File: src/rtl/key_debounce.sv
// Multi-channel key debouncer: 2-FF synchroniser per key, then a stability counter that only
// passes a new level once it has persisted for STABLE_CYCLES consecutive cycles.
module key_debounce #(
  parameter int unsigned N_KEYS        = 5,
  parameter int unsigned STABLE_CYCLES = 2_000_000,
  parameter logic        IDLE_LEVEL    = 1'b0
) (
  input  logic              clk,
  input  logic              rst_n,
  input  logic [N_KEYS-1:0] key_in,
  output logic [N_KEYS-1:0] key_out
);

  localparam int unsigned CntWidth = (STABLE_CYCLES > 1) ? $clog2(STABLE_CYCLES) : 1;
  localparam logic [CntWidth-1:0] CntMax = CntWidth'(STABLE_CYCLES - 1);

  typedef enum logic {StStable, StConfirm} state_e;

  for (genvar g = 0; g < int'(N_KEYS); g++) begin : g_chan
    logic                sync1_q;
    logic                sync2_q;
    logic                out_q, out_d;
    logic [CntWidth-1:0] cnt_q, cnt_d;
    state_e              state_q, state_d;

    // sync1_q may go metastable; only sync2_q reads it.
    always_ff @(posedge clk or negedge rst_n) begin
      if (!rst_n) begin
        sync1_q <= IDLE_LEVEL;
        sync2_q <= IDLE_LEVEL;
      end else begin
        sync1_q <= key_in[g];
        sync2_q <= sync1_q;
      end
    end

    always_ff @(posedge clk or negedge rst_n) begin
      if (!rst_n) begin
        state_q <= StStable;
        cnt_q   <= '0;
        out_q   <= IDLE_LEVEL;
      end else begin
        state_q <= state_d;
        cnt_q   <= cnt_d;
        out_q   <= out_d;
      end
    end

    always_comb begin
      state_d = state_q;
      cnt_d   = cnt_q;
      out_d   = out_q;
      unique case (state_q)
        StStable: begin
          if (sync2_q != out_q) begin
            state_d = StConfirm;
            cnt_d   = CntWidth'(1);
          end
        end
        StConfirm: begin
          if (sync2_q == out_q) begin
            // Bounced back before qualifying: restart from scratch.
            state_d = StStable;
            cnt_d   = '0;
          end else if (cnt_q == CntMax) begin
            out_d   = sync2_q;
            cnt_d   = '0;
            state_d = StStable;
          end else begin
            cnt_d = cnt_q + CntWidth'(1);
          end
        end
        default: begin
          state_d = StStable;
          cnt_d   = '0;
        end
      endcase
    end

    assign key_out[g] = out_q;
  end

endmodule

File: config.mk
export PLATFORM = sky130hd
export DESIGN_NAME = key_debounce
export DESIGN_NICKNAME = d
export VERILOG_FILES = /design/src/rtl/key_debounce.sv
export SDC_FILE = /design/constraint.sdc
export NUM_CORES = 1
export LEC_CHECK = 0
export CORE_AREA = 2 2 120 122
export DETAILED_ROUTE_END_ITERATION = 10
export DIE_AREA = 0 0 122 124
export PLACE_DENSITY = 0.67
export SLEW_MARGIN = 5
export SYNTH_ARGS = -nofsm -noshare
export SYNTH_HDL_FRONTEND = slang
export SYNTH_SLANG_ARGS = --single-unit
File: constraint.sdc
create_clock -name clk -period 3.85 [get_ports clk]
set_clock_uncertainty 0.15 [all_clocks]
set_input_delay 1.155 -clock clk [delete_from_list [all_inputs] [get_ports clk]]
set_output_delay 1.155 -clock clk [all_outputs]
set_load 0.01 [all_outputs]
==> results.cfg <==
[outcome]
status = finished clean

[clock_tree]
tritoncts = built
cts-root-buf = clkbuf_16
cts-resized-gates = 0
clk_latency_ps = 410
cts_hold_buffers = 0
clock_sinks = 125
postCtsSetupRepairBufs = 0
htree_levels = 4
clk_pin_slew_ps = 50
numCtsBuffers = 17
cts_max_path_buffers = 2

[logic_synthesis]
syn_area_um2 = 6730
syn-num-nets = 735
synth_area_per_cell_um2 = 9.31
async_reset_ff_frac = 1.00
synth_cell_types = 56
ys_warn_count = 0
synth_edf_count = 0
ys_ff_latch = 125
synth_top_flop_cell = dfrtp_1
ys_seq_area_frac = 0.465
synthCells = 723

[sta]
setup_viol = 0
holdWs_ps = 197
fin_crit_sh = 0.703
hold_viol_final = 0
worst_pin_slew_ps = 1110
drv_slew = 0
rsz0062_at_grt = false
period_minus_slack_ps = 2700
setup_tns_ps = 0
max_freq_ghz = 0.370
slew_headroom = 0.262

[critical_path]
worst_ep_arrival_time_ps = 1400
slowest_delay_ps = 570
critPathCaptureType = primary output
start_kind = flop
cp_slowest_cell = clkdlybuf4s50_1
cpLargestDelayFamily = buffers and inverters
critPathRequiredTime_ps = 2540
path_class = reg2out
cp_max_fo = 4
cp_num_buf_inv = 1
path_cells = clkdlybuf4s50_1

[floorplan]
die-area_um2 = 15100
core-area_um2 = 13700
io_pins = 12
initial_utilization = 0.491
die_x_um = 122
num_rows = 43
die_h_um = 124

[detailed_routing]
dr.pass1.iters = 4
drt_iter0_drc = 495
via_count = 5695
drt-total-wl_mm = 14.1
route.detailed.drc = 0
wire_per_inst_um = 15.5
drtAntennaViolNets = 0
viasPerCell = 6.22

[global_routing]
grt-ovfl-total = 0
grt_use_total = 0.201
grt_max_degree = 81
grt_pass1_vias = 5256
grt_antenna_before_repair = 0
grt_pass1_wl_mm = 24.5

[layout]
final_cell_mix = dfrtp_1 (125), nand2_1 (80), a31oi_1 (61), a21oi_1 (52), nand3_1 (50)
nNetsFinal = 736
final_common_cell = dfrtp_1
final_layout_size_suffix_gt1_frac = 0.0803
fillerInstances = 1215
synthToLayoutAreaGrowth_pct = 11.5
antenna_cells = 0

[placed_design]
place_congestion = 0.841
port_buffers = 11
dp_hpwl_mm = 9.53

[job]
max-cap-violations = 0

[pwr]
leakagePower_uw = 0.00304
ir_worst_vdd_uv = 309
power.density_nw_per_um2 = 415

[hold_path]
min-delay-path-class = reg2reg
==> flip-flops by register name (all words and copies together) (netlist names) <==
signal,count
g_chan.sync2_q,5
g_chan.state_q,5
g_chan.out_q,5
g_chan.cnt_q,105
g_chan.sync1_q,5
==> per-stage QoR <==
step | cell area [um2] | util | instances | setup slack (ps) | total power (uW)
detailed placement | 6910 | 0.504 | 885 | 1230 | 1560
floorplan | 6730 | - | 723 | 1740 | 1500
global route | 7510 | 0.547 | 915 | 987 | 3250
global placement | 6910 | 0.504 | 885 | 1350 | 1550
finish | 7510 | 0.547 | 915 | 1150 | 3120
CTS | 7510 | 0.547 | 915 | 1120 | 3160
==> layer usage <==
layer / track usage / vias to the layer above / share of wire
met1: 0.265 / 2818 / 0.46
li1: - / 2755 / -
met4: 0.0668 / 0 / 0.0072
met2: 0.327 / 112 / 0.49
met3: 0.0499 / 10 / 0.039
met5: 0 / - / 0
==> power by group <==
part | total (uW) | switching, uW | internal [uW] | leakage [uW]
registers | 1370 | 31.5 | 1340 | 0.00170
clock network | 1580 | 540 | 1040 | 0.000294
logic | 161 | 107 | 53.4 | 0.00105
total | 3120 | 678 | 2440 | 0.00304
==> final cells by class <==
cell class / instances / area [um2] / area share
multi-input cells: 547 / 3330 / 0.444
flip-flops and latches: 125 / 3130 / 0.417
clock buffers: 24 / 512 / 0.0682
well taps: 180 / 225 / 0.0300
repair buffers: 18 / 173 / 0.0230
clock inverters: 6 / 82.6 / 0.0110
inverters: 15 / 56.3 / 0.00750
==> Yosys cell counts, types with 8 or more instances <==
library cell | count | area, um2
o21ai_0 | 37 | 185
nand3_1 | 50 | 250
clkbuf_1 | 11 | 41.3
dfrtp_1 | 125 | 3130
nand4_1 | 28 | 175
a22o_1 | 11 | 96.3
a41oi_1 | 18 | 158
a21oi_1 | 52 | 260
inv_1 | 15 | 56.3
and2_1 | 8 | 50.1
buf_2 | 13 | 65.1
nor3_1 | 16 | 80.1
and3_1 | 12 | 75.1
mux2i_1 | 9 | 90.1
nand2b_1 | 18 | 113
a31oi_1 | 61 | 382
nor4_1 | 12 | 75.1
nand2_1 | 80 | 300
nor2_1 | 36 | 135
==> final timing paths <==
path                                                     start                               to  slack (ps)  depth (start not counted)
min in group asynchronous                                rst_n      g_chan[4].state_q$_DFF_PN0_         460                          1
worst max register to register  g_chan[2].cnt_q[0]$_DFFE_PN0P_  g_chan[2].cnt_q[11]$_DFFE_PN0P_        1200                          6
worst min register to register     g_chan[0].sync1_q$_DFF_PN0_      g_chan[0].sync2_q$_DFF_PN0_         200                          0
max in group asynchronous                                rst_n   g_chan[1].cnt_q[2]$_DFFE_PN0P_        2370                          2
worst max-delay path               g_chan[0].out_q$_DFFE_PN0P_                       key_out[0]        1150                          1
worst min-delay path               g_chan[0].sync1_q$_DFF_PN0_      g_chan[0].sync2_q$_DFF_PN0_         200                          0
==> cells by family after synthesis <==
logic type | share of synthesized area
adders and majority gates | 0.00929
DFF | 0.465
buffers and inverters | 0.0403
and+or+nand+nor | 0.255
AOI/OAI and AO/OA | 0.197
muxes | 0.0217
xor gates and xnor gates | 0.0117
No activity file was read; power rests on OpenSTA's default activity.
